`src/rtl/controller.sv`:
```
// Host byte-stream write controller: parses 5-byte packets (0x19, target, addr lo, addr hi, data)
// and issues a single-cycle one-hot write strobe to the selected target memory.
//
// state   | meaning
// IDLE    | waiting for opcode 0x19
// TARGET  | expecting target index byte
// ADDR_LO | expecting address low byte
// ADDR_HI | expecting address high byte
// DATA    | expecting data byte
// EXEC    | one-cycle write strobe on en_ctrl
// WAIT    | waiting for w_finished from target
module controller (
    input  logic        clk,
    input  logic        reset,
    input  logic        valid,
    input  logic [7:0]  data_in,
    input  logic [2:0]  convin,
    input  logic        w_finished,
    output logic [7:0]  data_out,
    output logic [9:0]  en_ctrl,
    output logic [15:0] address_written
);

    typedef enum logic [2:0] {
        IDLE    = 3'd0,
        TARGET  = 3'd1,
        ADDR_LO = 3'd2,
        ADDR_HI = 3'd3,
        DATA    = 3'd4,
        EXEC    = 3'd5,
        WAIT    = 3'd6
    } state_t;

    localparam logic [7:0] OPCODE_WRITE = 8'h19;

    state_t      state_q, state_d;
    logic        valid_q, valid_d;
    logic [7:0]  buf_q, buf_d;
    logic        pend_q, pend_d;
    logic [7:0]  target_q, target_d;
    logic [9:0]  en_ctrl_q, en_ctrl_d;
    logic [7:0]  data_out_q, data_out_d;
    logic [15:0] addr_q, addr_d;

    logic        valid_clean;
    logic        byte_fall;
    logic        byte_avail;
    logic        consuming;
    logic [7:0]  byte_cur;
    logic        convin_unused;

    assign convin_unused = ^convin;

    always_comb begin
        // X/Z on valid must never register as a strobe
        valid_clean = (valid === 1'b1);
        byte_fall   = valid_q & ~valid_clean;
        byte_avail  = byte_fall | pend_q;
        // a byte falling this cycle bypasses the buffer so the strobe follows capture by one cycle
        byte_cur    = byte_fall ? data_in : buf_q;
        consuming   = (state_q == IDLE) || (state_q == TARGET) || (state_q == ADDR_LO) ||
                      (state_q == ADDR_HI) || (state_q == DATA);

        state_d    = state_q;
        valid_d    = valid_clean;
        buf_d      = buf_q;
        pend_d     = pend_q;
        target_d   = target_q;
        en_ctrl_d  = '0;
        data_out_d = data_out_q;
        addr_d     = addr_q;

        if (byte_fall) begin
            buf_d  = data_in;
            pend_d = 1'b1;
        end

        if (consuming && byte_avail) begin
            pend_d = 1'b0;
            case (state_q)
                IDLE: begin
                    if (byte_cur == OPCODE_WRITE) state_d = TARGET;
                end
                TARGET: begin
                    target_d = byte_cur;
                    state_d  = ADDR_LO;
                end
                ADDR_LO: begin
                    addr_d[7:0] = byte_cur;
                    state_d     = ADDR_HI;
                end
                ADDR_HI: begin
                    addr_d[15:8] = byte_cur;
                    state_d      = DATA;
                end
                DATA: begin
                    data_out_d = byte_cur;
                    state_d    = EXEC;
                    if (target_q < 8'd10) en_ctrl_d = 10'd1 << target_q[3:0];
                end
                default: state_d = state_q;
            endcase
        end

        if (state_q == EXEC) begin
            state_d = w_finished ? IDLE : WAIT;
        end else if (state_q == WAIT) begin
            if (w_finished) state_d = IDLE;
        end
    end

    always_ff @(posedge clk) begin
        if (reset) begin
            state_q    <= IDLE;
            valid_q    <= 1'b0;
            buf_q      <= '0;
            pend_q     <= 1'b0;
            target_q   <= '0;
            en_ctrl_q  <= '0;
            data_out_q <= '0;
            addr_q     <= '0;
        end else begin
            state_q    <= state_d;
            valid_q    <= valid_d;
            buf_q      <= buf_d;
            pend_q     <= pend_d;
            target_q   <= target_d;
            en_ctrl_q  <= en_ctrl_d;
            data_out_q <= data_out_d;
            addr_q     <= addr_d;
        end
    end

    assign en_ctrl         = en_ctrl_q;
    assign data_out        = data_out_q;
    assign address_written = addr_q;

endmodule

```
`config.mk`:
```
export PLATFORM = sky130hd
export DESIGN_NAME = controller
export DESIGN_NICKNAME = d
export VERILOG_FILES = /design/src/rtl/controller.sv
export SDC_FILE = /design/constraint.sdc
export NUM_CORES = 1
export LEC_CHECK = 0
export ABC_AREA = 1
export CAP_MARGIN = 20
export CORE_MARGIN = 8
export CORE_UTILIZATION = 30
export DETAILED_ROUTE_END_ITERATION = 16
export SLEW_MARGIN = 15
export SYNTH_ARGS = -nofsm -noshare
export SYNTH_HDL_FRONTEND = slang
export SYNTH_SLANG_ARGS = --single-unit
```
`constraint.sdc`:
```
create_clock -name clk -period 1.4 [get_ports clk]
set_input_delay 0.28 -clock clk [delete_from_list [all_inputs] [get_ports clk]]
set_output_delay 0.28 -clock clk [all_outputs]
set_load 0.02 [all_outputs]
```
======== Yosys cells after proc, flatten, opt, wreduce, memory -nomap -nowiden ========
Index checks and enable logic that the tools add are counted.
cells by class
  magnitude comparators ................... 1
  equal/unequal tests ..................... 8
  shift operators ......................... 1
  muxes and demuxes ....................... 8
  bitwise gates (word level) .............. 6
  reductions and logical operators ........ 12
operators by type and width
  kind                    count
  $mux W3                 6
  $pmux W3 S5             1
  $shl A1 B4 Y10 const A  1
  $eq A3 B3 Y1 const B    3
  $eq A8 B5 Y1 const B    1
  $lt A8 B4 Y1 const B    1
  $mux W8                 1
  $reduce_and A2 Y1       4
  $eq A3 B2 Y1 const B    2
  $logic_or A1 B1 Y1      4
  $not A1 Y1              4
  $reduce_or A4 Y1        1
  $eq A3 B1 Y1 const B    1
  $logic_not A3 Y1        1
  $reduce_or A2 Y1        1
  $and A1 B1 Y1           1
  $eqx A1 B1 Y1 const B   1
  $logic_and A1 B1 Y1     1
  $or A1 B1 Y1            1
storage, ports and cells
  bits in registers ....................... 55
  input bits .............................. 15
  word-level logic and storage cells ...... 45

======== Longest topological paths before layout ========
Gate-level depths: netlist of run 1.
  depth after elaboration ................. 11
  gate-level depth with buffers ........... 11

======== Least setup slack after synthesis of run 1 ========
No wires, ideal clock.
  path type ............................... register -> register
  start point ............................. register valid_q
  end point ............................... register target_q[1]
  arrival time ............................ 1,181 ps
  required time ........................... 1,278 ps
  path slack .............................. 98 ps
  stages on the path, launching flop included .. 9
  buffers on the path ..................... 1
  path through ............................ dfxtp_1 inv_2 nor2_4 nor2_2 nor2_4 nand3_2 buf_6 o21ai_0 a21oi_1
on the way
  cells in the longest elaborated chain, start to end .. 4
  elaborated cells between the ends (all ways) .. 5
  those cells by class .................... mux: 1; bitwise: 2; reduce/logical: 2
ends and longest elaborated chain
  what                         line  text
  from (decl)                  37    logic valid_q, valid_d;
  from (signal assigned)       124   valid_q <= valid_d;
  $and A1 B1 Y1 (*)            57    byte_fall = valid_q & ~valid_clean;
  $or A1 B1 Y1                 58    byte_avail = byte_fall | pend_q;
  $logic_and A1 B1 Y1          78    if (consuming && byte_avail) begin
  $reduce_and A2 Y1 (no line)  -
  to (signal assigned)         127   target_q <= target_d;
  to (decl)                    40    logic [7:0] target_q, target_d;
Mark *: on every way between the ends. The rest lies on a longest branch, timed or not.
A chain may end at the register's enable or synchronous reset.

======== Worst setup path after layout of run 1 ========
  start point ............................. register valid_q
  end point ............................... register en_ctrl_q[5] (netlist: en_ctrl[5])
on the way
  cells in the longest elaborated chain, start to end .. 5
ends and longest elaborated chain
  what                        line  text
  $and A1 B1 Y1               57
  $or A1 B1 Y1                58
  $logic_and A1 B1 Y1         78
  $not A1 Y1 (no line)        -
  $reduce_or A4 Y1 (no line)  -
  to (signal assigned)        128   en_ctrl_q <= en_ctrl_d;
  to (decl)                   41    logic [9:0] en_ctrl_q, en_ctrl_d;
Every way passes these cells.

==> flow_summary.yaml, run 1 <==
drt:
  drt_pass1_iterations: 4
  viasPerCell: 4.41
  vias: 1919
  drt_first_iter_violations: 60
  drt-wirelength-per-cell_um: 12.2
  met2_length_um: 2530
  maxUsedRoutingLayer: "met4"
  m1WireLength_um: 2360
  final_antenna_net_count: 0
  wl_met3_um: 348
  wl_um: 5290
  drc: 0
floorplan:
  io_pins: 49
  dieWidth_um: 100
  num_rows: 30
  die-area_sq_um: 10000
  coreArea_sq_um: 6830
  die_h_um: 100
  start_util: 0.311
yosys:
  syn_area_sq_um: 2120
  synth_seq_area_share: 0.519
  yosysTopAreaCellShare: 0.519
  yosys-top-cells-area: "dfxtp_1, nand2_1, a21oi_1"
  yosys_warnings: 0
  syn_area_per_cell_sq_um: 8.04
  ys_seq_elements: 55
  synthCells: 264
  synth_nets: 279
  yosysTopAreaCell: "dfxtp_1"
  synth_cell_type_count: 29
worst_setup_path:
  crit_path_start_kind: "flop"
  cp.arrival_ps: 1580
  endpoint_kind: "flop"
  path_class: "flop to flop"
  cp_max_fo: 5
  critical_path_required_ps: 1640
cells_and_area:
  fin_cells: 435
  area_delta_synth_final_pct: 39.3
  layout_common_cells: "nand2_1, dfxtp_1, dlygate4sd2_1"
  finalInstanceArea_sq_um: 2960
  drive_gt1_frac: 0.215
  final_nets: 353
  final_common_cell: "nand2_1"
  diodes: 0
pwr:
  ir_worst_vdd_mv: 0.401
  p_total_mw: 2.69
  power_leakage_nw: 1.36
  power_density_nw_per_um2: 910
sta:
  slew_headroom: 0.800
  finalClockSkew_ps: 5.27
  drv_slew: 0
  holdWs_ps: 462
  period_share: 0.954
  finalHoldViolations: 0
  setup_slack_ps: 64.9
  setup_viol: 0
  max_freq_mhz: 749
  period_needed_ps: 1340
  rsz0062_at_grt: "true"
  worst_pin_slew_ps: 300
placement:
  dpl.hpwl_um: 3780
  dp_slack_ps: -444
  place_congestion: 0.768
  io_buffer_count: 45
  dpl-instance-area_sq_um: 2800
  dp.cells: 419
outcome:
  status: "complete, no violations"
clocking:
  clkTransAtPathRegs_ps: 100
  ctsRootBufferMaster: "clkbuf_8"
  cts-buffers-inserted: 5
  cts_tree: "built"
  clock_sinks: 55
  hold_buffers: 0
  insertion_delay_ps: 310
  htreeDepth: 2
  cts_buffer_depth: 2
global_route:
  grt.overflow.total: 0
  antenna_found_initial: 0
  grt_pass1_wl_um: 8640
  grt_pass1_vias: 1826
  grt_max_degree: 30
  grt_usage: 0.108
hold_path:
  min_path_type: "flop to flop"
run:
  maxCapViolations: 0
-- path summary, 6_finish.rpt --
kind	start	cells past startpoint	slack [ps]	end
worst max-delay path	valid_q$_SDFF_PP0_	10	60	en_ctrl[5]$_SDFF_PP0_
worst min-delay path	target_q[5]$_SDFFE_PP0P_	2	460	target_q[5]$_SDFFE_PP0P_
worst min register to register	target_q[5]$_SDFFE_PP0P_	2	460	target_q[5]$_SDFFE_PP0P_
worst max register to register	valid_q$_SDFF_PP0_	10	60	en_ctrl[5]$_SDFF_PP0_
-- cell families after synthesis --
group,after synthesis,share of synthesized area
xor+xnor,1,0.00413
simple gates,112,0.255
compound gates,56,0.138
flops,55,0.519
buf+inv,40,0.0849
-- report_power, final --
group | switching, mW | total [mW] | internal, mW
Clock | 0.540 | 0.902 | 0.362
Sequential | 0.00465 | 1.58 | 1.58
Combinational | 0.120 | 0.208 | 0.0880
-- critical path: stages, from the launching register on --
cell and delay, ps:
dfxtp_2 340, inv_2 40, nor2_4 120, nor2_4 70, inv_4 60, nand2_4 60, nor2_4 160, nand2_2 80
nor2_4 150, nand2_4 80, nor3_2 100
-- per-layer routing --
layer	track usage	up-vias
met2	0.177	38
met4	0.0349	0
met1	0.126	887
met3	0.0429	5
met5	0	-
li1	-	989
-- Yosys cell counts --
cell type / n
o21ai_0: 15
xor2_1: 1
nand2_4: 1
nand2_1: 64
nand3_1: 6
o21ai_2: 1
a21oi_1: 35
nor2_1: 20
nor3_2: 4
dfxtp_1: 55
clkbuf_1: 2
a21oi_2: 1
nor2_4: 4
buf_4: 1
nand3_4: 1
a31o_2: 1
nor3_1: 2
nand3_2: 2
inv_2: 4
buf_1: 2
nand2_2: 5
o21ai_1: 2
nand4_1: 1
buf_6: 3
inv_1: 25
a31oi_1: 1
clkinv_2: 3
nand3b_1: 1
nor2_2: 1
-- final cells by class --
class	count	area (sq um)
Fill cell	729	3870
Sequential cell	55	1100
Multi-Input combinational cell	171	898
Timing Repair Buffer	73	617
Inverter	32	128
Tap cell	96	120
Clock buffer	5	68.8
Clock inverter	3	23.8
-- stage by stage --
stage | util | TNS [ps]
3_5_place_dp | 0.410 | -17000
2_1_floorplan | - | 0
4_1_cts | 0.424 | -28.8
3_3_place_gp | 0.410 | -15720
5_1_grt | 0.433 | -197
6_report | 0.433 | 0
-- sequential cells by signal (all words and copies together), names as in the netlist --
name             flops
target_q             8
address_written     16
data_out             8
state_q              3
buf_q                8
en_ctrl             10
pend_q               1
valid_q              1
-- timing repair --
action,CTS,global route
pin swaps,3,3
gates cloned,1,1
endpoints found under the setup margin,61,28
setup buffers,3,3
gates resized for setup,39,9
(Power assumes the default switching activity.)
==> inputs of run 2 (changes only) <==
--- a/config.mk
+++ b/config.mk
@@ -10,6 +10,8 @@
 export CORE_MARGIN = 8
 export CORE_UTILIZATION = 30
 export DETAILED_ROUTE_END_ITERATION = 16
+export GPL_ROUTABILITY_DRIVEN = 0
+export HOLD_SLACK_MARGIN = 0.12
 export SLEW_MARGIN = 15
 export SYNTH_ARGS = -nofsm -noshare
 export SYNTH_HDL_FRONTEND = slang
==> results of run 2 <==
The final DEF is identical to that of run 1; final timing and power are the same.
==> patch (config.mk and constraints of run 1) <==
Make the reset (`reset`) asynchronous in one clocked block.
--- a/src/rtl/controller.sv
+++ b/src/rtl/controller.sv
@@ -110,5 +110,5 @@
     end
 
-    always_ff @(posedge clk) begin
+    always_ff @(posedge clk or posedge reset) begin
         if (reset) begin
             state_q    <= IDLE;
Function: differs if reset is asserted again (counterexample within 10 cycles, from zero or initial values and one cycle with reset high); with reset held inactive, the same outputs for 10 cycles.
==> patch against run 1 <==
Design area is 3.2% higher. Non-clock buffer count down 13. Synthesized cell count decreased by 11%. Synthesized area grew 11%. Sequential cell count did not move. Via count decreased by 12%. Worst setup slack worse by 0.0063 ns. Utilization shrank 3.4 points. Critical endpoint is now address_written[0]. Clock skew increased by 0.0032 ns. Wire length fell by 2.8%.
Power is not compared: it rests on default switching activity, and its combinational part moved more than twofold at a synthesized area within 25%.
==> patch: results (changes against run 1) <==
Status
The flow ran to the end, and the final reports show no timing, DRC or antenna violations.

Routing
The routed length per instance was 12.9 um (+5.9%). The total wire length is 5140 um (-2.8%). The ratio of routed vias to standard cells is 4.22 (-4.3%).

The DRC violation total after the first TritonRoute iteration is 46 (-23%).

Min path
The kind of path behind the tightest hold check is primary input to flip-flop.

Finish
The count of fill cells added during filler insertion is 782 (+7.3%). The number of nets in the layout is 311 (-12%). The share of post-route cells with drive strength above 1 was 0.195 (-0.0201).

Critical path
The arrival time at the worst endpoint was 1.06 ns (-0.52 ns). For this design, the slowest cell found on the critical path is sky130_fd_sc_hd__dfrtp_1. The top fanout value on the critical path is 2 (-3). The longest individual stage delay on the worst path is 0.41 ns (+0.07 ns).

The category of cells accounting for the largest share of critical-path delay is flip-flops.

Yosys
The number of unique standard cell types used by synthesis is 22 (-24%). The number of standard cells after synthesis is 234 (-11%). The async set-or-reset flop fraction in the synthesized netlist is 1.00 (+1.00). The net count of the mapped netlist came to 249 (-11%). The register area share after synthesis came to 0.586 (+0.0672).

Global route
The first-pass GRT wire length is 8710 um (+0.88%). The overall fraction of global-route tracks in use is 0.100 (-0.00792). The via count of the first global-routing pass is 1,744 (-4.5%).

Placement
The instance count after placement with tap cells included is 391 (-6.7%). The placer congestion estimate was 0.833 (+8.5%). The total half-perimeter wirelength after legalization and detailed placement was 3850 um (+1.8%).

Clock tree
The setup fix buffers added after clock tree synthesis is 0 (-3).

STA
The worst setup skew after layout came to 0.00846 ns (+0.00318 ns). The headroom to the max-slew limit is 0.793 (-0.00702).
==> patch: worst paths after layout <==
kind	endpoint	depth (start not counted)	startpoint	slack (ns)
min reg2reg	address_written[2]$_DFFE_PP0P_	2	address_written[2]$_DFFE_PP0P_	0.49
max in group asynchronous	address_written[9]$_DFFE_PP0P_	3	reset	0.84
max reg2reg	target_q[4]$_DFFE_PP0P_	6	valid_q$_DFF_PP0_	0.08
max	address_written[0]	1	address_written[0]$_DFFE_PP0P_	0.06
min in group asynchronous	address_written[15]$_DFFE_PP0P_	3	reset	0.36
min	valid_q$_DFF_PP0_	1	valid	0.35
==> patch: cell families after synthesis <==
family / count (synthesis) / share of synthesized area
AO/OA/AOI/OAI: 36 / 0.0990
AND/OR/NAND/NOR: 109 / 0.243
buffers and inverters: 34 / 0.0724
flip-flops: 55 / 0.586
==> patch: metal layers <==
layer	vias to the layer above	wire, um	global-route usage
li1	865	-	-
met1	770	2400	0.121
met3	6	367	0.0446
met4	0	63	0.0310
met5	-	0	0
met2	43	2320	0.156
==> patch: area by class of cell <==
| type | instances | area [um2] | area share |
|---|---|---|---|
| well taps | 102 | 128 | 0.0418 |
| multi-input cells | 145 | 803 | 0.263 |
| clock inverters | 3 | 26.3 | 0.00861 |
| repair buffers | 60 | 532 | 0.174 |
| clock buffers | 5 | 68.8 | 0.0225 |
| inverters | 29 | 118 | 0.0385 |
| flip-flops and latches | 55 | 1380 | 0.451 |
==> patch: stage by stage <==
| step | hold WS, ns | utilization | area (um2) | total power [W] | setup slack (ns) |
|---|---|---|---|---|---|
| final | 0.352 | 0.399 | 3050 | 0.00561 | 0.0586 |
| after global routing | 0.337 | 0.399 | 3050 | 0.00599 | 0.0105 |
| after CTS | 0.345 | 0.399 | 3050 | 0.00570 | 0.0323 |
| after detailed placement | 0.466 | 0.392 | 3000 | 0.00498 | -0.390 |
| after global placement | 0.456 | 0.392 | 3000 | 0.00495 | -0.366 |
| after floorplan | 0.311 | - | 2350 | 0.00392 | 0.108 |
==> patch: timing repair <==
item,in CTS,in global routing
resized for setup,35,1
hold buffers,0,0
setup endpoints to repair,40,3
endpoints found under the hold margin,0,0
==> patch: report_power, final <==
part           leakage [nW]  internal [W]  switching [W]
combinational         0.874      0.000856        0.00137
clock                0.0491      0.000369       0.000564
sequential            0.695       0.00209       0.000355
total                  1.62       0.00332        0.00229
